<file path="src/rtl/coproc_frame_seq.sv">
// Frame-level sequencer for the 3x3 filter pass: command accept, DMA kick, two-row
// prime of the row buffers, row streaming with per-row write-back, and completion irq.
module coproc_frame_seq #(
   parameter int unsigned IMG_W = 256,
   parameter int unsigned IMG_H = 256,
   parameter int unsigned CW    = $clog2(IMG_W),
   parameter int unsigned RW    = $clog2(IMG_H)
) (
   input  logic          clk,
   input  logic          rst,
   input  logic          cmd_valid,
   output logic          cmd_ready,
   input  logic [1:0]    cmd_op,
   input  logic          abort,
   output logic          dma_start,
   input  logic          pix_valid,
   output logic          pix_ready,
   output logic          dp_en,
   output logic [1:0]    dp_op,
   output logic [CW-1:0] col_idx,
   output logic [RW-1:0] row_idx,
   output logic          wb_req,
   input  logic          wb_ack,
   output logic          busy,
   output logic          done,
   output logic          irq,
   input  logic          irq_clr
);

   typedef enum logic [2:0] {
      StIdle,
      StStart,
      StPrime,
      StRun,
      StRowWb,
      StDone
   } state_e;

   localparam logic [CW-1:0] ColLast = CW'(IMG_W - 1);
   // Valid convolution: the last output row index is IMG_H-3.
   localparam logic [RW-1:0] RowLast = RW'(IMG_H - 3);

   state_e          state_q;
   logic [4:0]      flags_q;  // {busy, pix_ready, dma_start, wb_req, done}
   logic [CW-1:0]   col_q;
   logic [RW-1:0]   row_q;
   logic            prime_row_q;
   logic [1:0]      op_q;
   logic            irq_q;
   logic            acc;

   // Output flags are a pure function of the state being entered, so they are
   // registered together with the state and never glitch.
   function automatic logic [4:0] flags_of(input state_e s);
      unique case (s)
         StIdle:  flags_of = 5'b00000;
         StStart: flags_of = 5'b10100;
         StPrime: flags_of = 5'b11000;
         StRun:   flags_of = 5'b11000;
         StRowWb: flags_of = 5'b10010;
         StDone:  flags_of = 5'b10001;
         default: flags_of = 5'b00000;
      endcase
   endfunction

   assign acc = pix_valid & pix_ready;

   // Frame FSM with counters, latched op and registered output flags.
   always_ff @(posedge clk) begin
      if (rst) begin
         state_q     <= StIdle;
         flags_q     <= '0;
         col_q       <= '0;
         row_q       <= '0;
         prime_row_q <= 1'b0;
         op_q        <= '0;
      end else if (state_q != StIdle && abort) begin
         state_q     <= StIdle;
         flags_q     <= flags_of(StIdle);
         col_q       <= '0;
         row_q       <= '0;
         prime_row_q <= 1'b0;
      end else begin
         unique case (state_q)
            StIdle: begin
               if (cmd_valid && !abort) begin
                  op_q        <= cmd_op;
                  col_q       <= '0;
                  row_q       <= '0;
                  prime_row_q <= 1'b0;
                  state_q     <= StStart;
                  flags_q     <= flags_of(StStart);
               end
            end
            StStart: begin
               state_q <= StPrime;
               flags_q <= flags_of(StPrime);
            end
            StPrime: begin
               if (acc) begin
                  if (col_q == ColLast) begin
                     col_q       <= '0;
                     prime_row_q <= ~prime_row_q;
                     // Second wrap: both buffer rows are primed.
                     if (prime_row_q) begin
                        row_q   <= '0;
                        state_q <= StRun;
                        flags_q <= flags_of(StRun);
                     end
                  end else begin
                     col_q <= col_q + 1'b1;
                  end
               end
            end
            StRun: begin
               if (acc) begin
                  if (col_q == ColLast) begin
                     col_q   <= '0;
                     state_q <= StRowWb;
                     flags_q <= flags_of(StRowWb);
                  end else begin
                     col_q <= col_q + 1'b1;
                  end
               end
            end
            StRowWb: begin
               if (wb_ack) begin
                  if (row_q == RowLast) begin
                     state_q <= StDone;
                     flags_q <= flags_of(StDone);
                  end else begin
                     row_q   <= row_q + 1'b1;
                     state_q <= StRun;
                     flags_q <= flags_of(StRun);
                  end
               end
            end
            StDone: begin
               state_q <= StIdle;
               flags_q <= flags_of(StIdle);
            end
            default: begin
               state_q <= StIdle;
               flags_q <= flags_of(StIdle);
            end
         endcase
      end
   end

   // Sticky interrupt; setting in DONE takes priority over a simultaneous clear.
   always_ff @(posedge clk) begin
      if (rst) begin
         irq_q <= 1'b0;
      end else if (state_q == StDone && !abort) begin
         irq_q <= 1'b1;
      end else if (irq_clr) begin
         irq_q <= 1'b0;
      end
   end

   assign busy      = flags_q[4];
   assign pix_ready = flags_q[3];
   assign dma_start = flags_q[2];
   assign wb_req    = flags_q[1];
   assign done      = flags_q[0];
   assign cmd_ready = (state_q == StIdle) & ~abort;
   assign dp_en     = acc & (state_q == StRun);
   assign dp_op     = op_q;
   assign col_idx   = col_q;
   assign row_idx   = row_q;
   assign irq       = irq_q;

endmodule

</file>
<file path="config.mk">
export PLATFORM = sky130hd
export DESIGN_NAME = coproc_frame_seq
export DESIGN_NICKNAME = d
export VERILOG_FILES = /design/src/rtl/coproc_frame_seq.sv
export SDC_FILE = /design/constraint.sdc
export NUM_CORES = 1
export LEC_CHECK = 0
export BUFFER_PORTS_ARGS = -buffer_cell sky130_fd_sc_hd__buf_2
export CAP_MARGIN = 20
export CORE_MARGIN = 2
export CORE_UTILIZATION = 40
export DETAILED_ROUTE_END_ITERATION = 8
export SLEW_MARGIN = 10
export SYNTH_ARGS = -nofsm -noshare
export SYNTH_HDL_FRONTEND = slang
export SYNTH_SLANG_ARGS = --single-unit
</file>
<file path="constraint.sdc">
create_clock -name clk -period 1.8 [get_ports clk]
set_input_delay 0.09 -clock clk [delete_from_list [all_inputs] [get_ports clk]]
set_output_delay 0.09 -clock clk [all_outputs]
set_load 0.005 [all_outputs]
</file>
**Word level (Yosys, flattened, before mapping)**

Cells that the tools add are included.

- Input bits: 9
- Output and inout port bits: 26
- Logic and storage cells: 82
- Flip-flop bits (word level): 28

- Mux-type cells: 34
- Add/subtract/negate cells: 2
- Eq/ne operators: 16
- Bitwise logic cells: 6
- Reductions and logical operators: 17

Operator list:

| kind | count |
|---|---|
| two-way mux 8 bit | 8 |
| two-way mux 5 bit | 7 |
| case mux 5 bit (5 select lines) | 1 |
| two-way mux 3 bit | 8 |
| case mux 8 bit (3 select lines) | 1 |
| adder 8 x 1 -> 8 bit, second input constant | 2 |
| equality test 8 bit, second input constant | 2 |
| != test 2 bit, second input constant | 8 |
| case mux 8 bit (2 select lines) | 1 |
| case mux 3 bit (5 select lines) | 1 |
| AND reduction 7 bit | 2 |
| equality test 3 x 2 -> 1 bit, second input constant | 2 |
| equality test 3 bit, second input constant | 2 |
| AND reduction 3 bit | 2 |
| nonzero test 2 bit | 3 |
| nonzero test 3 bit | 2 |
| two-way mux 1 bit | 5 |
| two-way mux 4 bit | 1 |
| AND reduction 4 bit | 1 |
| OR reduction 2 bit | 2 |
| AND 1 bit | 3 |
| equality test 3 x 1 -> 1 bit, second input constant | 1 |
| logical AND 1 bit | 3 |
| zero test 3 bit | 1 |
| other kinds (4) | 6 |

**Depth between registers and ports, before layout**

- Depth in word-level cells: 4
- Gate-level depth with buffers: 6
- Gate-level depth less buffers: 6

**Worst setup path after synthesis**

No wires, ideal clock.

- Kind: flip-flop to flip-flop
- Start point: register col_q[0] (netlist: col_idx[0])
- End point: register flags_q[2]
- Cell stages (with the launch flop): 6
- Clock period less this slack: 1593 ps
- Arrival time: 1478 ps
- Path slack: 207 ps
- Path buffers: 0
- Cell sequence: dfxtp_1 > ha_1 > nand3_2 > o31ai_2 > nand3_2 > a31o_1

- Longest elaborated chain between the ends: 3

RTL lines:

| item | line | source |
|---|---|---|
| from (decl) | 45 | `logic [CW-1:0] col_q;` |
| from (signal assigned) | 111 | `col_q <= col_q + 1'b1;` |
| from (signal assigned) | 122 | `col_q <= col_q + 1'b1;` |
| equality test 8 bit (*) | 101, 117 |  |
| != test 2 bit (no line) | n/a |  |
| AND reduction 7 bit (no line) (*) | n/a |  |
| to (signal assigned) | 97 | `flags_q <= flags_of(StPrime);` |
| to (signal assigned) | 108 | `flags_q <= flags_of(StRun);` |
| to (signal assigned) | 120 | `flags_q <= flags_of(StRowWb);` |
| to (decl) | 44 | `logic [4:0] flags_q;` |

Every way passes the cells marked *; elsewhere a longest branch is shown, timed or not.
A chain may end at the register's enable or synchronous reset.

**Final worst setup path**

- Start point: register col_q[0] (netlist: col_idx[0])
- End point: register state_q[1]

- Longest elaborated chain between the ends: 3

RTL lines:

| item | line | source |
|---|---|---|
| equality test 8 bit (*) | 101, 117 |  |
| != test 2 bit (no line) | n/a |  |
| AND reduction 7 bit (no line) (*) | n/a |  |
| to (signal assigned) | 107 | `state_q <= StRun;` |
| to (signal assigned) | 119 | `state_q <= StRowWb;` |
| to (signal assigned) | 129 | `state_q <= StDone;` |
| to (decl) | 43 | `state_e state_q;` |

Marks and branches as above.

==> results.toml <==
[power_and_ir_drop]
p_leak_uw = 0.000772
power_uw = 1840
ir_drop_v = 0.000369
power_density_nw_per_um2 = 961

[yosys]
synth_area_leaders = "dfxtp_1, mux2i_1, nand2_1"
ys_ff_latch = 28
synth_edf_count = 0
synth_top_family_by_area = "simple AND/OR/NAND/NOR gates"
synth_top_area_share = 0.360
synth_simple_gate_area_frac = 0.270
synth_fp_nets = 192
synth_warnings = 0
synthCells = 180
synth_most_common_cell = "dfxtp_1"
synth_compound_area_frac = 0.248
syn_area_per_cell_sq_um = 8.66
synth-xor-area-share = 0.00562
synth_async_sr_flop_share = 0
synth.distinct_cells = 54
synth_ff_type = "dfxtp_1"
syn_area_sq_um = 1560
yosysSeqAreaShare = 0.360
synth_mux_area_frac = 0.0578
synth.largest_area_cell = "dfxtp_1"
synthAdderAreaFrac = 0.0241
synth_common_cells = "dfxtp_1, nand2_1, o21ai_0"

[die]
die_area_sq_um = 4410
pin_count = 35
dieWidth_microns = 66.4
start_util = 0.420
die_h_microns = 66.4
core_area_sq_um = 3720
row_count = 22

[route]
drt_iter0_drc = 91
drt_pass1_iterations = 4
ant_nets = 0
vias = 1493
drc_errors = 0
wl_per_cell_microns = 15.0
via_per_inst = 5.53
wl_microns = 4050

[sta]
drv_slew = 0
fin_crit_ns = 1.69
setup_ws_ns = 0.112
setup_viol = 0
fin_skew_ns = 0.00242
whs_ns = 0.0336
relSlewSlack = 0.740
tightest_slew_ns = 0.386
final_hold_viol_count = 0
period_share = 0.938
fmax_mhz = 593

[global_routing]
grtUsageMet1 = 0.243
gr-max-usage-layer = "met2"
grt_pass1_vias = 1431
grt.total_usage = 0.195
use_met3 = 0.0239
grt_overflow = 0
globalRouteMet2Util = 0.330
antenna_found_initial = 0
grt_max_degree = 17
grt_pass1_wl_microns = 6630

[status]
run_status = "finished, final reports clean"

[final_layout]
final_cells = 270
finalInstanceArea_sq_um = 1920
drive_gt1_frac = 0.293
antennaDiodeCount = 0
area_delta_synth_final_pct = 23.0
fillerInstances = 361
nNetsFinal = 235

[clock_tree]
clk_pin_slew_worst_paths_ns = 0.10
clk_latency_ns = 0.28
cts_tree = "built"
cts.htree.levels = 1
clock_sinks = 28
cts_inserted_buffers = 3
cts_setup_buffers = 0
clk_path_buf_depth = 2
cts_root_buf = "clkbuf_8"

[min_path]
min-delay-start = "rst"
min_to = "dp_op[0]$_SDFFE_PP0P_"
hold_path_class = "in -> reg"
whs_path_depth = 2

[place]
pre_cts_slack_ns = 0.102
place_hpwl_microns = 3000
io_buffers = 34
place.gp.congestion = 0.825
placement.cell_area_sq_um = 1830
dpl.cell_count = 266

[setup_path]
critical_path.startpoint_type = "flop"
reg2reg_depth = 6
regToRegSetupSlack_ns = 0.11
reg2reg_to = "state_q[1]$_SDFFE_PP0P_"
worstSetupPathType = "reg -> reg"
critPathCaptureType = "flop"
required_ns = 1.97
reg2reg_from = "col_idx[0]$_SDFFE_PP0P_"
cp_max_fo = 7
crit_arrival_ns = 1.86

[flow_run]
cap_violations = 0
==> logic make-up (layout without fill, tap and decap cells) <==
family / after synthesis / after routing
flip-flops: 28 / 28
AO/OA/AOI/OAI: 52 / 52
adder cells (fa/ha/maj): 3 / 3
buffers and inverters: 10 / 52
AND/OR/NAND/NOR: 77 / 77
XOR/XNOR: 1 / 1
multiplexers: 9 / 9
==> report_power, final <==
| part | internal, uW | total [uW] | switching (uW) |
|---|---|---|---|
| sequential | 671 | 734 | 63.3 |
| combinational | 255 | 596 | 341 |
| clock | 298 | 512 | 214 |
==> stage by stage <==
step           utilization   TNS, ns
6_report             0.516         0
5_1_grt              0.516  -0.00107
4_1_cts              0.511         0
3_5_place_dp         0.492         0
3_3_place_gp         0.492         0
2_1_floorplan            -         0
==> timing repair <==
action	in CTS	in global routing
setup endpoints to repair	0	8
resized for setup	0	4
hold buffers	0	0
==> state kept, by name (all words and copies together), names as in the netlist <==
signal,flops
dp_op,2
irq,1
flags_q,5
col_idx,8
state_q,3
row_idx,8
prime_row_q,1
==> layout make-up <==
class | count | area, sq um | share of cell area
Multi-Input combinational cell | 142 | 960 | 0.500
Sequential cell | 28 | 563 | 0.294
Timing Repair Buffer | 45 | 253 | 0.132
Tap cell | 48 | 60.1 | 0.0313
Clock buffer | 3 | 41.3 | 0.0215
Clock inverter | 1 | 30.0 | 0.0157
Inverter | 3 | 11.3 | 0.00587
==> cells in the final DEF, fill, tap and decap left out, types with 4 or more instances in the layout <==
master	n
buf_2	34
dfxtp_1	26
nand2_1	23
o21ai_0	13
nor2_1	12
buf_4	11
nand3_1	10
a21oi_1	10
mux2i_1	9
nand4_1	4
nand2b_1	4
a311oi_1	4
==> critical path: stages (launching register included) <==
cell and delay (ns):
dfxtp_1 0.41, ha_1 0.23, nand3_2 0.20, o31ai_4 0.32, nand3_2 0.11, buf_4 0.19, mux2i_1 0.12
==> worst max path at each step <==
stage | to | slack (ns) | startpoint | depth (start not counted)
2_1_floorplan | flags_q[2]$_SDFFE_PP0P_ | 0.21 | col_idx[0]$_SDFFE_PP0P_ | 5
3_3_place_gp | row_idx[1]$_SDFFE_PP0P_ | 0.19 | col_idx[0]$_SDFFE_PP0P_ | 5
3_5_place_dp | row_idx[1]$_SDFFE_PP0P_ | 0.10 | col_idx[0]$_SDFFE_PP0P_ | 5
4_1_cts | row_idx[1]$_SDFFE_PP0P_ | 0.07 | col_idx[0]$_SDFFE_PP0P_ | 5
5_1_grt | state_q[1]$_SDFFE_PP0P_ | -0.001 | col_idx[0]$_SDFFE_PP0P_ | 6
6_report | state_q[1]$_SDFFE_PP0P_ | 0.11 | col_idx[0]$_SDFFE_PP0P_ | 6
==> metal layers <==
metal	vias up	wire (microns)
li1	751	-
met1	702	1880
met2	35	1950
met3	5	162
met4	0	61
met5	-	0
Note: power is estimated with default switching activity, not from simulation.
